### config.mk
export PLATFORM = sky130hd
export DESIGN_NAME = vi_frame_gen
export DESIGN_NICKNAME = d
export VERILOG_FILES = /design/src/rtl/vi_pkg.sv /design/src/rtl/sync_edge.sv /design/src/rtl/vi_frame_gen.sv
export SDC_FILE = /design/constraint.sdc
export NUM_CORES = 1
export LEC_CHECK = 0
export ABC_AREA = 1
export CAP_MARGIN = 20
export CELL_PAD_IN_SITES_DETAIL_PLACEMENT = 0
export CELL_PAD_IN_SITES_GLOBAL_PLACEMENT = 2
export CORE_MARGIN = 4
export CORE_UTILIZATION = 28
export CTS_BUF_LIST = sky130_fd_sc_hd__clkbuf_16
export CTS_CLUSTER_SIZE = 12
export DETAILED_ROUTE_END_ITERATION = 7
export HOLD_SLACK_MARGIN = 0.1
export PLACE_DENSITY_LB_ADDON = 0.05
export SLEW_MARGIN = 20
export SYNTH_ARGS = -nofsm -noshare
export SYNTH_HDL_FRONTEND = slang
export SYNTH_HIERARCHICAL = 1
export SYNTH_SLANG_ARGS = --single-unit
### constraint.sdc
create_clock -name clk -period 1.72 [get_ports clk]
set_input_delay 0.344 -clock clk [delete_from_list [all_inputs] [get_ports clk]]
set_output_delay 0.344 -clock clk [all_outputs]
set_load 0.01 [all_outputs]
### src/rtl/vi_pkg.sv
// Shared constants and helpers for the frame-marker generator family.
package vi_pkg;

  localparam logic [1:0] VI_MODE_PASS  = 2'd0;
  localparam logic [1:0] VI_MODE_BLANK = 2'd1;
  localparam logic [1:0] VI_MODE_FILL  = 2'd2;
  localparam logic [1:0] VI_MODE_MARK  = 2'd3;

  // Bits needed to count 0..n-1, never less than one.
  function automatic int unsigned vi_cw(input int unsigned n);
    return (n <= 2) ? 1 : $clog2(n);
  endfunction

endpackage

### src/rtl/sync_edge.sv
// Multi-stage synchroniser for an asynchronous level, plus rise/fall strobes
// derived from the synchronised level and its one-clock delayed copy.
module sync_edge #(
  parameter int unsigned SYNC_STAGES = 2
) (
  input  logic clk,
  input  logic rst,
  input  logic i_async,
  output logic o_sync,
  output logic o_rise,
  output logic o_fall
);

  logic [SYNC_STAGES-1:0] sync_q, sync_d;
  logic                   dly_q, dly_d;

  // Shift the async level through the chain; delay the synchronised copy once.
  always_comb begin
    sync_d = {sync_q[SYNC_STAGES-2:0], i_async};
    dly_d  = sync_q[SYNC_STAGES-1];
  end

  // Synchroniser and delay registers, cleared on reset.
  always_ff @(posedge clk) begin
    if (rst) begin
      sync_q <= '0;
      dly_q  <= 1'b0;
    end else begin
      sync_q <= sync_d;
      dly_q  <= dly_d;
    end
  end

  assign o_sync = sync_q[SYNC_STAGES-1];
  assign o_rise = o_sync & ~dly_q;
  assign o_fall = ~o_sync & dly_q;

endmodule

### src/rtl/vi_frame_gen.sv
// Frame-marker generator: counts reference pulses into frames, re-emits the
// pulse train with a frame-boundary gap pattern, and flags reference loss.
module vi_frame_gen
  import vi_pkg::*;
#(
  parameter int unsigned PERIOD      = 40,
  parameter int unsigned GAP_POS     = 39,
  parameter int unsigned GAP_LEN     = 1,
  parameter int unsigned TIMEOUT     = 255,
  parameter int unsigned SYNC_STAGES = 2
) (
  input  logic                      clk,
  input  logic                      rst,
  input  logic                      i_ref,
  input  logic                      en,
  input  logic [1:0]                mode,
  input  logic                      resync,
  output logic                      o_vi,
  output logic                      o_frame,
  output logic [vi_cw(PERIOD)-1:0]  o_idx,
  output logic                      o_lost
);

  localparam int unsigned CW = vi_cw(PERIOD);
  localparam int unsigned TW = vi_cw(TIMEOUT + 1);

  localparam logic [CW-1:0] IDX_LAST  = CW'(PERIOD - 1);
  localparam logic [CW-1:0] GAP_FIRST = CW'(GAP_POS);
  localparam logic [CW-1:0] GAP_END   = CW'(GAP_POS + GAP_LEN - 1);
  localparam logic [TW-1:0] TMAX      = TW'(TIMEOUT);

  if (PERIOD < 2) begin : g_chk_period
    $error("vi_frame_gen: PERIOD must be at least 2");
  end
  if (GAP_LEN < 1) begin : g_chk_gap_len
    $error("vi_frame_gen: GAP_LEN must be at least 1");
  end
  if (GAP_POS + GAP_LEN > PERIOD) begin : g_chk_gap_fit
    $error("vi_frame_gen: gap window does not fit inside the frame");
  end
  if (TIMEOUT < 2) begin : g_chk_timeout
    $error("vi_frame_gen: TIMEOUT must be at least 2");
  end
  if (SYNC_STAGES < 2) begin : g_chk_sync
    $error("vi_frame_gen: SYNC_STAGES must be at least 2");
  end

  logic          ref_s, ref_rise, ref_fall;
  logic [CW-1:0] idx_q, idx_d;
  logic [TW-1:0] tcnt_q, tcnt_d;
  logic          frame_q, frame_d;
  logic          vi_q, vi_d;
  logic          lost_q, lost_d;
  logic          hold_out, in_gap;

  sync_edge #(
    .SYNC_STAGES (SYNC_STAGES)
  ) u_sync_edge (
    .clk     (clk),
    .rst     (rst),
    .i_async (i_ref),
    .o_sync  (ref_s),
    .o_rise  (ref_rise),
    .o_fall  (ref_fall)
  );

  assign hold_out = lost_q | ~en;
  assign in_gap   = (idx_q >= GAP_FIRST) && (idx_q <= GAP_END);

  // Pulse index: parked on the last slot while held so the next fall opens a frame.
  always_comb begin
    idx_d   = idx_q;
    frame_d = 1'b0;
    if (resync || hold_out) begin
      idx_d = IDX_LAST;
    end else if (ref_fall) begin
      if (idx_q == IDX_LAST) begin
        idx_d   = '0;
        frame_d = 1'b1;
      end else begin
        idx_d = idx_q + 1'b1;
      end
    end
  end

  // Edge-free clock counter; lost is registered from the next count so it
  // tracks the counter exactly, dropping the clock after an edge is seen.
  always_comb begin
    if (ref_rise || ref_fall) begin
      tcnt_d = '0;
    end else if (tcnt_q == TMAX) begin
      tcnt_d = TMAX;
    end else begin
      tcnt_d = tcnt_q + 1'b1;
    end
    lost_d = (tcnt_d == TMAX);
  end

  // Output pulse shaping by mode; forced low while lost or disabled.
  always_comb begin
    vi_d = 1'b0;
    if (!hold_out) begin
      case (mode)
        VI_MODE_PASS:  vi_d = ref_s;
        VI_MODE_BLANK: vi_d = ref_s & ~in_gap;
        VI_MODE_FILL:  vi_d = ref_s | in_gap;
        default:       vi_d = ref_s & (idx_q == '0);
      endcase
    end
  end

  // State and output registers.
  always_ff @(posedge clk) begin
    if (rst) begin
      idx_q   <= IDX_LAST;
      tcnt_q  <= TMAX;
      frame_q <= 1'b0;
      vi_q    <= 1'b0;
      lost_q  <= 1'b1;
    end else begin
      idx_q   <= idx_d;
      tcnt_q  <= tcnt_d;
      frame_q <= frame_d;
      vi_q    <= vi_d;
      lost_q  <= lost_d;
    end
  end

  assign o_vi    = vi_q;
  assign o_frame = frame_q;
  assign o_idx   = idx_q;
  assign o_lost  = lost_q;

endmodule

==> impl_metrics.yaml <==
grt:
  grtUsageTotal_pct: 12.4
  grt_pass1_vias: 974
  grt_pass1_wl_mm: 4.18
  grt_max_degree: 12
  grt-ovfl-total: 0
  grt_antenna_before_repair: 0
setup_path:
  start_kind: "flop"
  cp_top_family: "buffers and inverters"
  path_max_fanout: 6
  worst_ep_required_time_ps: 1380
  path_cells: "clkdlybuf4s50_1"
  endpoint_kind: "output port"
  path_class: "flop to output port"
  crit_slowest_cell: "clkdlybuf4s50_1"
  critPathArrivalTime_ps: 1250
  worst-path-buf-inv: 1
  crit_path_max_incr_delay_ps: 580
outcome:
  outcome: "finished clean"
logic_synthesis:
  synth_most_common_cell: "nand2_1"
  yosysWarnings: 6
  ys_types: 24
  ys_top_cells_by_area: "dfxtp_1 40%, nand2_1 14%, nor2_1 7.9%"
  syn_inst: 144
  ys_seq_elements: 20
  ys_top_cells_by_count: "36 x nand2_1, 21 x nor2_1, 20 x dfxtp_1"
  synthArstFlopShare_pct: 0
  synth_top_area_share_pct: 40.0
  synth_enable_flop_cells: 0
  syn_area_sq_um: 1000
  ys_seq_area_share_pct: 40.0
  syn-num-nets: 154
  ys.flop_type: "dfxtp_1"
  yosysTopAreaCell: "dfxtp_1"
  syn_area_per_cell_sq_um: 6.95
power_and_ir_drop:
  power-per-cell-area_nw_per_um2: 1240
  p_switching_w: 0.000563
  leakagePower_nw: 0.641
  clock_power_share_pct: 29.8
  irDropWorstVdd_v: 0.000278
  power.total_w: 0.00160
  combinationalPowerShare_pct: 33.0
  power.internal_w: 0.00104
  swShare_pct: 35.1
  pwr-share-seq_pct: 37.2
placed_design:
  hpwl_mm: 1.88
  place_area_sq_um: 1210
  io_buffers: 15
  gp_congestion: 0.754
detailed_routing:
  wire_per_inst_microns: 11.0
  postRouteAntennaNets: 0
  viasPerCell: 4.46
  vias: 936
  dr.pass1.iters: 4
  wirelength_mm: 2.32
  drtIter0Drc: 52
  drc: 0
clock_tree:
  ctsHtreeMaxLevel: 1
  post_cts_resized: 0
  clock_latency_ps: 250
  hold_buffers: 0
  cts-buffers-inserted: 3
  cts_tree: "built"
  cts_setup_buffers: 0
  cts-root-buf: "clkbuf_16"
  clock-sinks: 20
  clk_pin_slew_ps: 50
  cts.path.max_buffers: 2
run:
  drv_cap: 0
layout:
  n_antenna_cell: 0
  drive_gt1_share_pct: 8.54
  fin_util_pct: 38.1
  seq_area_sq_um: 400
  multiInputGateArea_sq_um: 507
  nFillCells: 371
  post-route-cell-area_sq_um: 1290
  area_growth_pct: 29.0
  fin_nets: 175
die:
  rows: 21
  io_pins: 16
  die-area_sq_um: 4600
  fp.dieW_microns: 67.8
  core_area_sq_um: 3390
  start_util_pct: 29.5
  dieHeight_microns: 67.8
sta:
  tightest_slew_ps: 409
  timing.hold.ws_ps: 400
  rsz0062_at_grt: "no"
  finalSetupViolCount: 0
  slew_violations: 0
  max_freq_ghz: 0.626
  period_needed_ps: 1600
  finalSetupTns_ps: 0
  finalHoldViolCount: 0
  fin_worst_skew_ps: 1.27
  maxSlewHeadroom_pct: 72.6
  period_share_pct: 92.9
min_path:
  hp-class: "flop to flop"
-- final timing paths --
| path | from | end | slack (ps) | depth (start not counted) |
|---|---|---|---|---|
| min reg2reg | u_sync_edge/sync_q[0] | u_sync_edge/sync_q[1] | 400 | 2 |
| min | u_sync_edge/sync_q[0] | u_sync_edge/sync_q[1] | 400 | 2 |
| max | o_idx[3] | o_idx[3] | 120 | 1 |
| max reg2reg | u_sync_edge/dly_q | o_idx[5] | 250 | 8 |
-- cells by family after synthesis --
family	count (synthesis)	synth area share (%)
and+or+nand+nor	81	36.6
AOI/OAI and AO/OA	16	9.38
adders and majority gates	3	3.75
xor gates and xnor gates	1	0.875
buffers and inverters	23	9.38
DFF	20	40.0
-- cell usage in the layout (no fill, tap or decap), drive strengths merged, types with 3 or more instances in the layout --
| cell | instances |
|---|---|
| nand2 | 37 |
| nor2 | 24 |
| inv | 21 |
| dfxtp | 20 |
| clkdlybuf4s50 | 15 |
| nand3 | 10 |
| o21ai | 8 |
| nor3 | 5 |
| a21oi | 4 |
| nand4 | 3 |
| ha | 3 |
| clkbuf | 3 |
-- power groups by stage --
stage               sequential [W]  clock, W  combinational (W)
floorplan                 0.000592         0           0.000422
detailed placement        0.000607         0           0.000539
global route              0.000605  0.000511           0.000641
CTS                       0.000597  0.000495           0.000541
global placement          0.000607         0           0.000540
finish                    0.000597  0.000477           0.000530
-- per-layer routing --
layer	part of all wire [%]	track usage (%)	vias up
li1	-	-	495
met1	45	13.2	422
met2	50	21.9	13
met3	2.8	2.83	6
met4	2.3	7.44	0
met5	0	0	-
-- registers in the layout (all words and copies together) (netlist names) --
register and flops:
o_vi 1, o_lost 1, tcnt_q 8, u_sync_edge/sync_q 2, u_sync_edge/dly_q 1, o_idx 6, o_frame 1
-- layout make-up --
| class | instances | share of cell area (%) |
|---|---|---|
| clock buffer | 3 | 5.81 |
| sequential | 20 | 31.0 |
| tap | 46 | 4.46 |
| timing repair buffer | 17 | 12.8 |
| inverter | 22 | 6.40 |
| clock inverter | 1 | 0.291 |
| multi-input combinational | 101 | 39.2 |
-- through the flow --
| stage | instances | setup slack, ps |
|---|---|---|
| after global routing | 210 | 33.3 |
| after detailed placement | 206 | 99.0 |
| after floorplan | 144 | 504 |
| final | 210 | 121 |
| after CTS | 210 | 115 |
| after global placement | 206 | 180 |
-- worst reg2reg max path, cell delays in order, from the launching register on --
cell and delay (ps):
dfxtp_1 330, inv_1 40, nor2_1 320, inv_2 120, nor3_4 220, nand2_1 100
o21ai_1 120, nand2_1 60, o21ai_1 100
Note: power is estimated with default switching activity, not from simulation.
